`src/rtl/tetris_pkg.sv`:
```
// tetris_pkg: shared types and constants for the playfield renderer.
// Holds the palette reset image, colour type and flash state encoding.
package tetris_pkg;

  localparam int CODE_W_DEF = 3;

  typedef logic [11:0] rgb12_t;

  typedef enum logic [1:0] {
    IDLE,
    FLASH_ON,
    FLASH_OFF
  } flash_st_e;

  localparam rgb12_t PAL_RST [8] = '{
    12'hFBC, 12'h777, 12'h0F0, 12'hF00,
    12'h00F, 12'hF70, 12'hF90, 12'h707
  };

  // Entries beyond the base eight come up black.
  function automatic rgb12_t pal_rst(input int idx);
    logic [2:0] w_i;
    w_i = idx[2:0];
    return (idx < 8) ? PAL_RST[w_i] : 12'h000;
  endfunction

endpackage

```
`src/rtl/tetris_field_renderer_palette.sv`:
```
// tetris_palette: 2^CODE_W x 12-bit colour register file.
// Ports: i_clk/i_reset, write strobe/addr/data, combinational read.
module tetris_palette
  import tetris_pkg::*;
#(
  parameter int CODE_W = CODE_W_DEF
) (
  input  logic              i_clk,
  input  logic              i_reset,
  input  logic              i_we,
  input  logic [CODE_W-1:0] i_waddr,
  input  logic [11:0]       i_wdata,
  input  logic [CODE_W-1:0] i_raddr,
  output logic [11:0]       o_rdata
);

  localparam int DEPTH = 1 << CODE_W;

  rgb12_t r_mem [DEPTH];

  always_ff @(posedge i_clk) begin
    if (i_reset) begin
      for (int i = 0; i < DEPTH; i++) begin
        r_mem[CODE_W'(i)] <= pal_rst(i);
      end
    end else if (i_we) begin
      r_mem[i_waddr] <= i_wdata;
    end
  end

  // Read sees the pre-write value during a write cycle.
  assign o_rdata = r_mem[i_raddr];

endmodule

```
`src/rtl/tetris_field_renderer.sv`:
```
// tetris_field_renderer: pixel -> playfield cell -> palette colour, with
// frame border and line-clear row flash. Ports: grid, DrawX/Y, vsync,
// palette write port, flash request/mask, flash busy/done, registered RGB.
module tetris_field_renderer
  import tetris_pkg::*;
#(
  parameter int GRID_W        = 10,
  parameter int GRID_H        = 22,
  parameter int HIDDEN_ROWS   = 2,
  parameter int CELL_SHIFT    = 4,
  parameter int ORIGIN_X      = 240,
  parameter int ORIGIN_Y      = 80,
  parameter int CODE_W        = CODE_W_DEF,
  parameter int FLASH_TOGGLES = 6,
  parameter int FLASH_FRAMES  = 4
) (
  input  logic                                     i_clk,
  input  logic                                     i_reset,
  input  logic [GRID_W-1:0][GRID_H-1:0][CODE_W-1:0] i_grid,
  input  logic [9:0]                               i_draw_x,
  input  logic [9:0]                               i_draw_y,
  input  logic                                     i_vsync,
  input  logic                                     i_pal_we,
  input  logic [CODE_W-1:0]                        i_pal_addr,
  input  logic [11:0]                              i_pal_data,
  input  logic                                     i_flash_start,
  input  logic [GRID_H-1:0]                        i_flash_rows,
  output logic                                     o_flash_busy,
  output logic                                     o_flash_done,
  output logic [3:0]                               o_red,
  output logic [3:0]                               o_green,
  output logic [3:0]                               o_blue
);

  localparam int CXW = (GRID_W > 1) ? $clog2(GRID_W) : 1;
  localparam int CYW = (GRID_H > 1) ? $clog2(GRID_H) : 1;
  localparam int FTW = (FLASH_FRAMES > 1) ? $clog2(FLASH_FRAMES) : 1;
  localparam int TGW = (FLASH_TOGGLES > 1) ? $clog2(FLASH_TOGGLES) : 1;

  localparam int FX = GRID_W << CELL_SHIFT;
  localparam int FY = (GRID_H - HIDDEN_ROWS) << CELL_SHIFT;

  localparam logic [11:0] X_LO = 12'(ORIGIN_X);
  localparam logic [11:0] X_HI = 12'(ORIGIN_X + FX);
  localparam logic [11:0] Y_LO = 12'(ORIGIN_Y);
  localparam logic [11:0] Y_HI = 12'(ORIGIN_Y + FY);
  localparam logic [11:0] BW   = 12'(1 << CELL_SHIFT);

  // Flash FSM
  flash_st_e         r_state;
  logic [GRID_H-1:0] r_mask;
  logic [FTW-1:0]    r_fcnt;
  logic [TGW-1:0]    r_tcnt;
  logic              r_busy;
  logic              r_done;
  logic              r_vsync_q;
  logic              w_tick;

  assign w_tick = i_vsync & ~r_vsync_q;

  always_ff @(posedge i_clk) begin
    if (i_reset) begin
      r_state   <= IDLE;
      r_mask    <= '0;
      r_fcnt    <= '0;
      r_tcnt    <= '0;
      r_busy    <= 1'b0;
      r_done    <= 1'b0;
      r_vsync_q <= 1'b0;
    end else begin
      r_vsync_q <= i_vsync;
      r_done    <= 1'b0;
      unique case (r_state)
        IDLE: begin
          // A tick landing with the start is not counted.
          if (i_flash_start) begin
            r_state <= FLASH_ON;
            r_mask  <= i_flash_rows;
            r_fcnt  <= '0;
            r_tcnt  <= '0;
            r_busy  <= 1'b1;
          end
        end
        FLASH_ON, FLASH_OFF: begin
          if (w_tick) begin
            if (r_fcnt == FTW'(FLASH_FRAMES - 1)) begin
              r_fcnt <= '0;
              if (r_tcnt == TGW'(FLASH_TOGGLES - 1)) begin
                r_state <= IDLE;
                r_busy  <= 1'b0;
                r_done  <= 1'b1;
              end else begin
                r_tcnt  <= r_tcnt + 1'b1;
                r_state <= (r_state == FLASH_ON) ? FLASH_OFF
                                                 : FLASH_ON;
              end
            end else begin
              r_fcnt <= r_fcnt + 1'b1;
            end
          end
        end
        default: r_state <= IDLE;
      endcase
    end
  end

  assign o_flash_busy = r_busy;
  assign o_flash_done = r_done;

  // Stage 1: field geometry and cell lookup
  logic [11:0]    w_x;
  logic [11:0]    w_y;
  logic [11:0]    w_dx;
  logic [11:0]    w_dy;
  logic           w_in_field;
  logic           w_near;
  logic [CXW-1:0] w_cx;
  logic [CYW-1:0] w_cy;

  assign w_x = {2'b00, i_draw_x};
  assign w_y = {2'b00, i_draw_y};

  assign w_in_field = (w_x >= X_LO) && (w_x < X_HI) &&
                      (w_y >= Y_LO) && (w_y < Y_HI);

  // Adding the border width avoids negative lower bounds.
  assign w_near = (w_x + BW >= X_LO) && (w_x < X_HI + BW) &&
                  (w_y + BW >= Y_LO) && (w_y < Y_HI + BW);

  // Offsets forced to 0 outside the field so indices never wrap.
  assign w_dx = w_in_field ? (w_x - X_LO) : '0;
  assign w_dy = w_in_field ? (w_y - Y_LO) : '0;
  assign w_cx = CXW'(w_dx >> CELL_SHIFT);
  assign w_cy = CYW'((w_dy >> CELL_SHIFT) + 12'(HIDDEN_ROWS));

  logic              r_in_field;
  logic              r_border;
  logic [CODE_W-1:0] r_code;
  logic              r_flash_w;

  always_ff @(posedge i_clk) begin
    if (i_reset) begin
      r_in_field <= 1'b0;
      r_border   <= 1'b0;
      r_code     <= '0;
      r_flash_w  <= 1'b0;
    end else begin
      r_in_field <= w_in_field;
      r_border   <= w_near & ~w_in_field;
      r_code     <= i_grid[w_cx][w_cy];
      r_flash_w  <= w_in_field & (r_state == FLASH_ON) & r_mask[w_cy];
    end
  end

  // Stage 2: palette and colour select
  logic [11:0] w_pal;
  rgb12_t      w_rgb;
  rgb12_t      r_rgb;

  tetris_palette #(
    .CODE_W (CODE_W)
  ) u_pal (
    .i_clk   (i_clk),
    .i_reset (i_reset),
    .i_we    (i_pal_we),
    .i_waddr (i_pal_addr),
    .i_wdata (i_pal_data),
    .i_raddr (r_code),
    .o_rdata (w_pal)
  );

  always_comb begin
    w_rgb = '0;
    unique case (1'b1)
      r_in_field & ~r_flash_w: w_rgb = w_pal;
      r_border | r_flash_w:    w_rgb = 12'hFFF;
      default:                 w_rgb = '0;
    endcase
  end

  always_ff @(posedge i_clk) begin
    if (i_reset) begin
      r_rgb <= '0;
    end else begin
      r_rgb <= w_rgb;
    end
  end

  assign o_red   = r_rgb[11:8];
  assign o_green = r_rgb[7:4];
  assign o_blue  = r_rgb[3:0];

endmodule

```
`config.mk`:
```
export PLATFORM = sky130hd
export DESIGN_NAME = tetris_field_renderer
export DESIGN_NICKNAME = d
export VERILOG_FILES = /design/src/rtl/tetris_pkg.sv /design/src/rtl/tetris_field_renderer_palette.sv /design/src/rtl/tetris_field_renderer.sv
export SDC_FILE = /design/constraint.sdc
export NUM_CORES = 1
export LEC_CHECK = 0
export BUFFER_PORTS_ARGS = -buffer_cell sky130_fd_sc_hd__buf_2
export CAP_MARGIN = 40
export CELL_PAD_IN_SITES_DETAIL_PLACEMENT = 1
export CELL_PAD_IN_SITES_GLOBAL_PLACEMENT = 1
export CORE_AREA = 2 2 287 289
export DETAILED_ROUTE_END_ITERATION = 6
export DIE_AREA = 0 0 289 291
export PLACE_DENSITY = 0.5
export SLEW_MARGIN = 0
export SYNTH_ARGS = -nofsm -noshare
export SYNTH_HDL_FRONTEND = slang
export SYNTH_SLANG_ARGS = --single-unit
export TNS_END_PERCENT = 5
```
`constraint.sdc`:
```
create_clock -name i_clk -period 6.9 [get_ports i_clk]
set_clock_uncertainty 0.1 [all_clocks]
set_input_delay 2.07 -clock i_clk [delete_from_list [all_inputs] [get_ports i_clk]]
set_output_delay 2.07 -clock i_clk [all_outputs]
set_load 0.03 [all_outputs]
```
* After elaboration in Yosys (flattened, before gate mapping)
Memory sizes are Yosys's and may differ from the RTL's. A register that Yosys moved wholly into a read port is not among the register bits.
Index checks and enable logic that the tools add are counted.
** Word-level totals
- Register bits after elaboration :: 47
- Bits in writable memories :: 96
- Output and inout bits :: 14
- Word-level logic and storage cells :: 105
- Memories :: 1
** Operators by class
- Add/sub/neg operators :: 7
- Magnitude comparators :: 10
- Equal/unequal tests :: 9
- Mux-type cells :: 39
- Bitwise logic cells :: 12
- Reductions and logical operators :: 16
** Memory list
- u_pal.r_mem :: depth 8, bits a word 12, rd ports 1, clocked after Yosys merged registers in 1, write ports 8, RTL line tetris_field_renderer_palette.sv:19 : rgb12_t r_mem [DEPTH];
** Operators with widths (number)
- $bmux 66 s4 :: 1
- $mux 66 :: 1
- $lt 10x9->1 const B :: 4
- $pmux 12 s2 :: 1
- $add 10x5->11 const B :: 2
- $mux 3 :: 7
- $mux 2 :: 8
- $bmux 3 s5 :: 1
- $mux 1 :: 12
- $mux 12 :: 1
- $reduce_or 12->1 :: 1
- $ge 11x7->1 const B :: 1
- $ge 11x8->1 const B :: 1
- $ge 10x7->1 const B :: 1
- $ge 10x8->1 const B :: 1
- $ne 2x2->1 const B :: 5
- $reduce_and 5->1 :: 2
- $mux 9 :: 1
- $sub 9x7->9 const B :: 1
- $mux 8 :: 1
- $pmux 2 s2 :: 2
- $sub 8x8->8 const B :: 1
- $logic_and 1x1->1 :: 6
- $lt 5x6->1 const B :: 1
- other kinds (19) :: 30

* Depth between registers and ports, before layout
Gate-level depths: netlist of the first run.
- Word-level depth :: 10
- Mapped depth :: 24

* By module
From an unflattened synthesis of the first run, not the netlist that was laid out.
** Unflattened totals
- Cell total of the unflattened synthesis :: 1692
- Area total of the unflattened synthesis :: 13940.9 µm²
** By module, submodules not included
- tetris_field_renderer :: instances 1, cells an instance 1420, area each 9421.5 µm², sequential area each 1001.0 µm²
- tetris_palette :: instances 1, cells an instance 272, area each 4519.3 µm², sequential area each 2882.8 µm²

* Worst setup path before layout of the first run
No wires, ideal clock.
- Path kind :: input to register
- Start :: input i_draw_x[4]
- End :: register with a tool-made name
- Library setup time :: 75 ps
- Arrival :: 6368 ps
- Slack :: 357 ps
- Cell stages on the path :: 23
- Path through :: buf_4 > inv_1 > clkbuf_1 > buf_1 > buf_1 > ha_1 > nor2b_1 > o221a_2 > buf_2 > nand3_1 > buf_4 > buf_4 > buf_2 > nor3_1 > ha_1 > clkbuf_1 > clkinv_1 > nand2_1 > or4_1 > a31oi_1 > a31o_1 > o41ai_1 > o22ai_1
** RTL lines
- start, declared :: RTL line tetris_field_renderer.sv:20 : input logic [9:0] i_draw_x,

==> key figures, run 1 <==
Clock network
  • Clk Latency, worst-skew pair: between 0.4 and 0.5 ns
  • CTS Buffer Depth: 2
  • Post-CTS Resized: 0
  • Hold-fix buffers at CTS: 0
  • Number of buffers created by CTS: 17
  • CTS tree: yes
  • Post-CTS Repair Setup Buffers: 0
  • Root buffer cell: clkbuf_16
  • Clk sinks: around 150
  • Clk slew on worst S/H paths: roughly 0.080 ns
  • H-tree depth: 4

Power
  • Max rail drop VDD: 180.7 uV
  • Power Density: roughly 170 nW/um^2
  • Internal: 0.001993 W
  • P_sw: 0.001278 W
  • Combinational power share: 39.4%
  • Reg power frac: 32.0%
  • Part of the power in the clock network: 28.6%
  • Leakage: between 7 and 8 nW
  • Sw Ratio: about two fifths

Final layout
  • # fillers: between 9000 and 10000
  • Fin util: a little under a quarter
  • Syn-to-layout area delta: 38.65%
  • Fin cells: around 3400
  • Area occupied by multi-input gates: 9075 sq um
  • Register Area: 3884 sq um
  • Nets: ~3000
  • Most common cell after layout, fill and taps aside: buf_2
  • Share of cells above drive strength 1: a little over two fifths
  • Most frequent cells in the layout: buf_2 (734), nand2_1 (221), a21oi_1 (146), mux2i_1 (111)

Place
  • GPL Wtd Cong: 0.9562
  • Placed wire-length estimate: 98.29 mm
  • IO buf count: 735
  • Total placed cells including tap cells: 3317

Route
  • DRT Wirelength: ~120 mm
  • Starting DRT DRC Count: 1290
  • Routed Antenna Nets: 0
  • DR WL/cell: 35.11 um
  • Via density: 5.124
  • Vias: roughly 17000
  • Number of remaining DRC errors: 0
  • Total iterations of the first detailed-routing run: 6

Synth
  • Yosys warns: 0
  • Main flop type after synthesis: edfxtp_1
  • Yosys top cell by area: edfxtp_1
  • Syn Nets: 2359
  • Post-Synthesis Cells: approximately 1600
  • Avg Inst Size Synth: between 8 and 9 sq um
  • Synth Register Bits: 146
  • FFs w/ async S/R, synth: 0%
  • Synth top area share: 20.80%
  • EDFF count, synth: 96
  • Synth top area cells: edfxtp_1 (21%), mux2i_1 (8.0%), dfxtp_1 (7.2%)
  • Syn Std Cell Area: roughly 14000 sq um
  • Sequential area share after synthesis: 28.02%
  • Synth unique cells: 97

Timing
  • Max Fclk: between 150 and 200 MHz
  • Post-Route Setup TNS: 0 ns
  • Hold Violations, Final: 0
  • Setup violators final: 0
  • Worst-Margin Slew: 0.9342 ns
  • Max-slew headroom: between 30 and 40%
  • Tmin final: between 5 and 6 ns
  • Final worst-path cycle share: 85.95%
  • RSZ-0062 raised after global routing: no
  • Final Slew Violations: 0

Critical path
  • Crit path DAT: about 6.2 ns
  • Setup CP Type: input port to flip-flop
  • Startpoint Class: input port
  • Worst Path Buf+Inv: 4
  • Cell count along the critical path: 16
  • Delay-heaviest family, CP: simple AND/OR/NAND/NOR gates
  • Worst path max stage delay: about 0.55 ns
  • Required @ worst endpoint: 7.19 ns
  • Nature of the critical path endpoint: flip-flop
  • CP max-delay cell: o221a_2
  • CP max FO: 23
  • Flop-to-flop setup slack: 4.36 ns
  • Worst r2r src: r_state[0]$_SDFFE_PP0P_
  • CP cell instances: buf_6, inv_2, ha_4, nor2b_1, o221a_2, nand3_4, nor3_1, ha_2, clkinv_1, buf_4, nand2_1, or4_1, a31oi_1, a31o_1, o41ai_1, o22ai_1
  • Worst-case reg-to-reg path depth: 8
  • FF-to-FF End: r_tcnt[2]$_SDFFE_PP0P_

Min path
  • Hold crit path type: flip-flop to flip-flop
  • Hold_sp: r_mask[1]$_SDFFE_PP0P_
  • Hold Path End: r_mask[1]$_SDFFE_PP0P_
  • Hold depth: 2

Die
  • Initial Utilization: between 10% and 20%
  • Row count: 105
  • Die Ht: approximately 290 um
  • Num ports: 736
  • Horiz. Die Dim: between 200 and 300 um
  • Core ar.: between 80000 and 90000 sq um
  • Die area: approximately 84000 sq um

Global routing
  • Global route overflow: 0
  • Largest net degree at the start of global routing: 112
  • Global-route wire length before repair: 156.5 mm
  • GRT Util Overall: a little over a quarter
  • Vias in the first global route: 17950
  • Antenna violations before repair: 76

Status
  • Outcome: complete, no violations

Job
  • MaxCap Viol Count: 0
-- through the flow --
| stage | total power [W] | setup WS [ns] | instance area [sq um] | hold WS (ns) |
|---|---|---|---|---|
| final | 0.003271 | 0.9695 | 19220 | 0.3564 |
| after global routing | 0.003401 | 0.8288 | 19160 | 0.3750 |
| after CTS | 0.003295 | 1.058 | 19130 | 0.3568 |
| after detailed placement | 0.002352 | 0.6004 | 18570 | 0.3464 |
| after global placement | 0.002334 | 0.6226 | 18550 | 0.3490 |
| after floorplan | 0.001714 | 0.3569 | 13860 | 0.3318 |
-- registers in the layout, summed over array words and instances, names as in the netlist, named ones only --
register / flops
u_pal.r_mem: 96
r_mask: 22
r_tcnt: 3
r_in_field: 1
o_flash_done: 1
r_flash_w: 1
r_vsync_q: 1
r_border: 1
r_state: 2
r_rgb: 12
r_fcnt: 2
o_flash_busy: 1
-- area by class of cell --
class / instances / share of cell area [%]
clock buffers: 19 / 2.357
well taps: 1070 / 6.967
flip-flops and latches: 146 / 20.21
repair buffers: 788 / 21.75
inverters: 24 / 0.4688
multi-input cells: 1289 / 47.23
clock inverters: 13 / 0.5925
diodes: 33 / 0.4297
-- synth_stat cells, drive strengths merged (13+ instances only) --
library cell and n:
a211oi 36, a21oi 147, a221oi 25, a31oi 16, and2 21, buf 99
clkbuf 64, dfxtp 50, edfxtp 96, ha 15, inv 23, mux2 49
mux2i 111, mux4 39, nand2 222, nand2b 22, nand3 29, nor2 96
nor3 53, nor4 19, o211ai 13, o21ai 97, o221ai 30, o22ai 46
o32ai 18, or2 20, or3 30
-- power by group through the flow --
| stage | clock network, W | registers [W] | logic (W) |
|---|---|---|---|
| after global routing | 0.000980 | 0.00106 | 0.00136 |
| after detailed placement | 0 | 0.00107 | 0.00128 |
| final | 0.000935 | 0.00105 | 0.00129 |
| after global placement | 0 | 0.00106 | 0.00127 |
| after floorplan | 0 | 0.00106 | 0.000657 |
| after CTS | 0.000956 | 0.00105 | 0.00129 |
-- how the worst max path moves through the flow --
stage,start,to,slack [ns]
2_1_floorplan,i_draw_x[4],flip-flop,0.36
3_3_place_gp,i_draw_x[4],flip-flop,0.62
3_5_place_dp,i_draw_x[4],flip-flop,0.60
4_1_cts,i_draw_x[4],flip-flop,1.06
5_1_grt,i_draw_x[4],flip-flop,0.83
6_report,i_draw_x[4],flip-flop,0.97
-- worst min-delay path, delay by kind of cell (launching register included) --
family / cells / cell delay, ns
and+or+nand+nor: 1 / 0.05
AOI/OAI and AO/OA: 1 / 0.05
DFF: 1 / 0.31
-- logic make-up (layout without fill, tap and decap cells) --
| family | count (synthesis) | count (layout) | synth area share (%) |
|---|---|---|---|
| adders and majority gates | 16 | 16 | 1.426 |
| DFF | 146 | 146 | 28.02 |
| muxes | 199 | 199 | 18.36 |
| xor gates and xnor gates | 9 | 9 | 0.6771 |
| buffers and inverters | 187 | 844 | 6.942 |
| and+or+nand+nor | 545 | 545 | 19.36 |
| other | 0 | 33 | 0 |
| AOI/OAI and AO/OA | 520 | 520 | 25.21 |
-- layer usage --
metal / GRT usage [%] / part of all wire, % / wire [um]
met2: 44.19 / 46 / 55060
met3: 8.550 / 10 / 12010
met1: 34.40 / 41 / 48520
met4: 6.802 / 2.3 / 2786
met5: 0 / 0.30 / 362
Note: power is estimated with default switching activity, not from simulation.
==> inputs of run 2 (changes only) <==
clock period = 5.91 ns   (was 6.9 ns; I/O delays follow)
==> run 2 against run 1 <==
Effect of this change: setup slack lost 0.19 ns; sequential cell count is the same; power grew 20%; cell count grew 0.80%; wire length shrank 1.1%; combinational power grew 18%; sequential power grew 16%; largest power group unchanged.
==> key figures, run 2 (synthesized netlist as in run 1, its figures left out) <==
Status
  • Outcome: complete, no violations

Final layout
  • Max reg flops: 96
  • Nets: 3035
  • Share of cells above drive strength 1: 43.18%
  • Top flop regs: u_pal.r_mem x96, r_mask x22, r_rgb x12
  • Most frequent cells in the layout: buf_2 (734), nand2_1 (221), a21oi_1 (146), mux2i_1 (111)
  • Most common cell after layout, fill and taps aside: buf_2
  • Fin util: 24.13%
  • Syn-to-layout area delta: 41.36%
  • Most flops, register: u_pal.r_mem

Critical path
  • FF-to-FF End: r_tcnt[2]$_SDFFE_PP0P_
  • CP max FO: 24
  • Worst-case reg-to-reg path depth: 8
  • Setup CP Type: input port to flip-flop
  • Crit path DAT: 5.36 ns
  • Nature of the critical path endpoint: flip-flop
  • Startpoint Class: input port
  • Flop-to-flop setup slack: 3.38 ns
  • Worst r2r src: r_state[0]$_SDFFE_PP0P_
  • Required @ worst endpoint: 6.14 ns

Clock network
  • Clk Latency, worst-skew pair: 0.46 ns
  • Post-CTS Resized: 0
  • Post-CTS Repair Setup Buffers: 0
  • Clk sinks: 146
  • Number of buffers created by CTS: 17
  • H-tree depth: 4
  • CTS Buffer Depth: 2
  • Hold-fix buffers at CTS: 0
  • Root buffer cell: clkbuf_16
  • Clk slew on worst S/H paths: 0.08 ns
  • CTS tree: yes

Route
  • Vias: 17410
  • Total iterations of the first detailed-routing run: 7
  • Starting DRT DRC Count: 1216
  • Number of remaining DRC errors: 0
  • DR WL/cell: 34.45 um
  • DRT Wirelength: 117.4 mm
  • Via density: 5.107
  • Routed Antenna Nets: 0

Timing
  • RSZ-0062 raised after global routing: no
  • Max Fclk: a little under 200 MHz
  • Tmin final: approximately 5.1 ns
  • Final Slew Violations: 0
  • Max-slew headroom: 35.39%
  • Final worst-path cycle share: between 80 and 90%
  • Setup violators final: 0
  • Worst-Margin Slew: 0.9691 ns
  • Post-Route Setup TNS: 0 ns
  • Hold Violations, Final: 0

Power
  • Combinational power share: between 30 and 40%
  • Sw Ratio: a little under two fifths
  • Power Density: 199.7 nW/um^2
  • Leakage: 8.121 nW
  • Internal: 0.002423 W
  • Reg power frac: 31.1%
  • Max rail drop VDD: 180.4 uV
  • P_sw: 0.001490 W
  • Total Power: 0.003913 W
  • Part of the power in the clock network: 30.0%

Die
  • Initial Utilization: 17.07%
  • Core ar.: between 80000 and 90000 sq um
  • Row count: 105
  • Num ports: 736
  • Die Ht: between 200 and 300 um
  • Die area: 84100 sq um
  • Horiz. Die Dim: 289 um

Min path
  • Hold_sp: r_mask[17]$_SDFFE_PP0P_
  • Hold crit path type: flip-flop to flip-flop
  • Hold depth: 2
  • Hold Path End: r_mask[17]$_SDFFE_PP0P_

Global routing
  • Global route overflow: 0
  • GRT Util Overall: 26.89%
  • Global-route wire length before repair: 154.7 mm
  • Met2 global-route usage: 43.00%
  • Antenna violations before repair: 88
  • Largest net degree at the start of global routing: 126
  • GRT Max-Usage Layer: met2
  • Vias in the first global route: ~18000
  • Met1 GRT Util: 33.77%
  • GR Util met3: 9.718%

Place
  • Placed wire-length estimate: just under 100 mm
  • IO buf count: 735
  • GPL Wtd Cong: 0.9364

Job
  • MaxCap Viol Count: 0
-- run 2: cell count changes in the layout (fill, tap and decap cells not counted), sizes merged --
cell,before,now
buf,788,820
diode,33,28
bufinv,0,2
clkbuf,19,17
-- run 2: layout make-up --
class / instances / area, sq um
repair buffers: 820 / 4501
clock inverters: 15 / 206.4
inverters: 24 / 92.59
flip-flops and latches: 146 / 3884
fillers: 9857 / 61600
clock buffers: 17 / 425.4
diodes: 28 / 70.07
well taps: 1070 / 1339
multi-input cells: 1289 / 9075
-- run 2: metrics by stage --
stage                     setup slack [ns]  std cells  hold WS, ns  instance area, sq um
after floorplan                    0.02602       1622       0.3318                 13860
after global placement              0.1324       3345       0.3472                 18850
after detailed placement            0.3105       3349       0.3459                 18890
after CTS                           0.7669       3381       0.3552                 19520
after global routing                0.6038       3395       0.3747                 19560
final                               0.7800       3409       0.3576                 19590
-- run 2: critical path, stage by stage --
cell,delay [ns]
buf_2,0.14
inv_1,0.10
ha_1,0.20
o21ba_2,0.16
o221a_2,0.34
buf_4,0.25
nand4_4,0.50
a211oi_1,0.61
a311oi_1,0.09
o21ai_0,0.26
buf_4,0.19
nand3_1,0.08
a211oi_1,0.43
o32ai_1,0.16
-- run 2: how the worst max path moves through the flow --
stage	startpoint	to	cells after the start
finish	i_draw_y[5]	flip-flop	14
global route	i_draw_y[5]	flip-flop	14
CTS	i_draw_y[5]	flip-flop	12
detailed placement	i_draw_y[5]	flip-flop	12
global placement	i_draw_y[5]	flip-flop	14
floorplan	i_draw_x[4]	flip-flop	23
-- run 2: power groups by stage --
stage                     Clock [W]  Combinational (W)  Sequential (W)
after floorplan                   0           0.000768         0.00123
after global placement            0            0.00150         0.00124
after detailed placement          0            0.00152         0.00124
after CTS                   0.00120            0.00153         0.00122
after global routing        0.00123            0.00162         0.00123
final                       0.00118            0.00152         0.00122
-- run 2: layer usage --
layer / up-vias / part of all wire (%)
li1: 7628 / -
met5: - / 0.38
met1: 8698 / 39
met4: 68 / 2.6
met3: 174 / 12
met2: 842 / 46
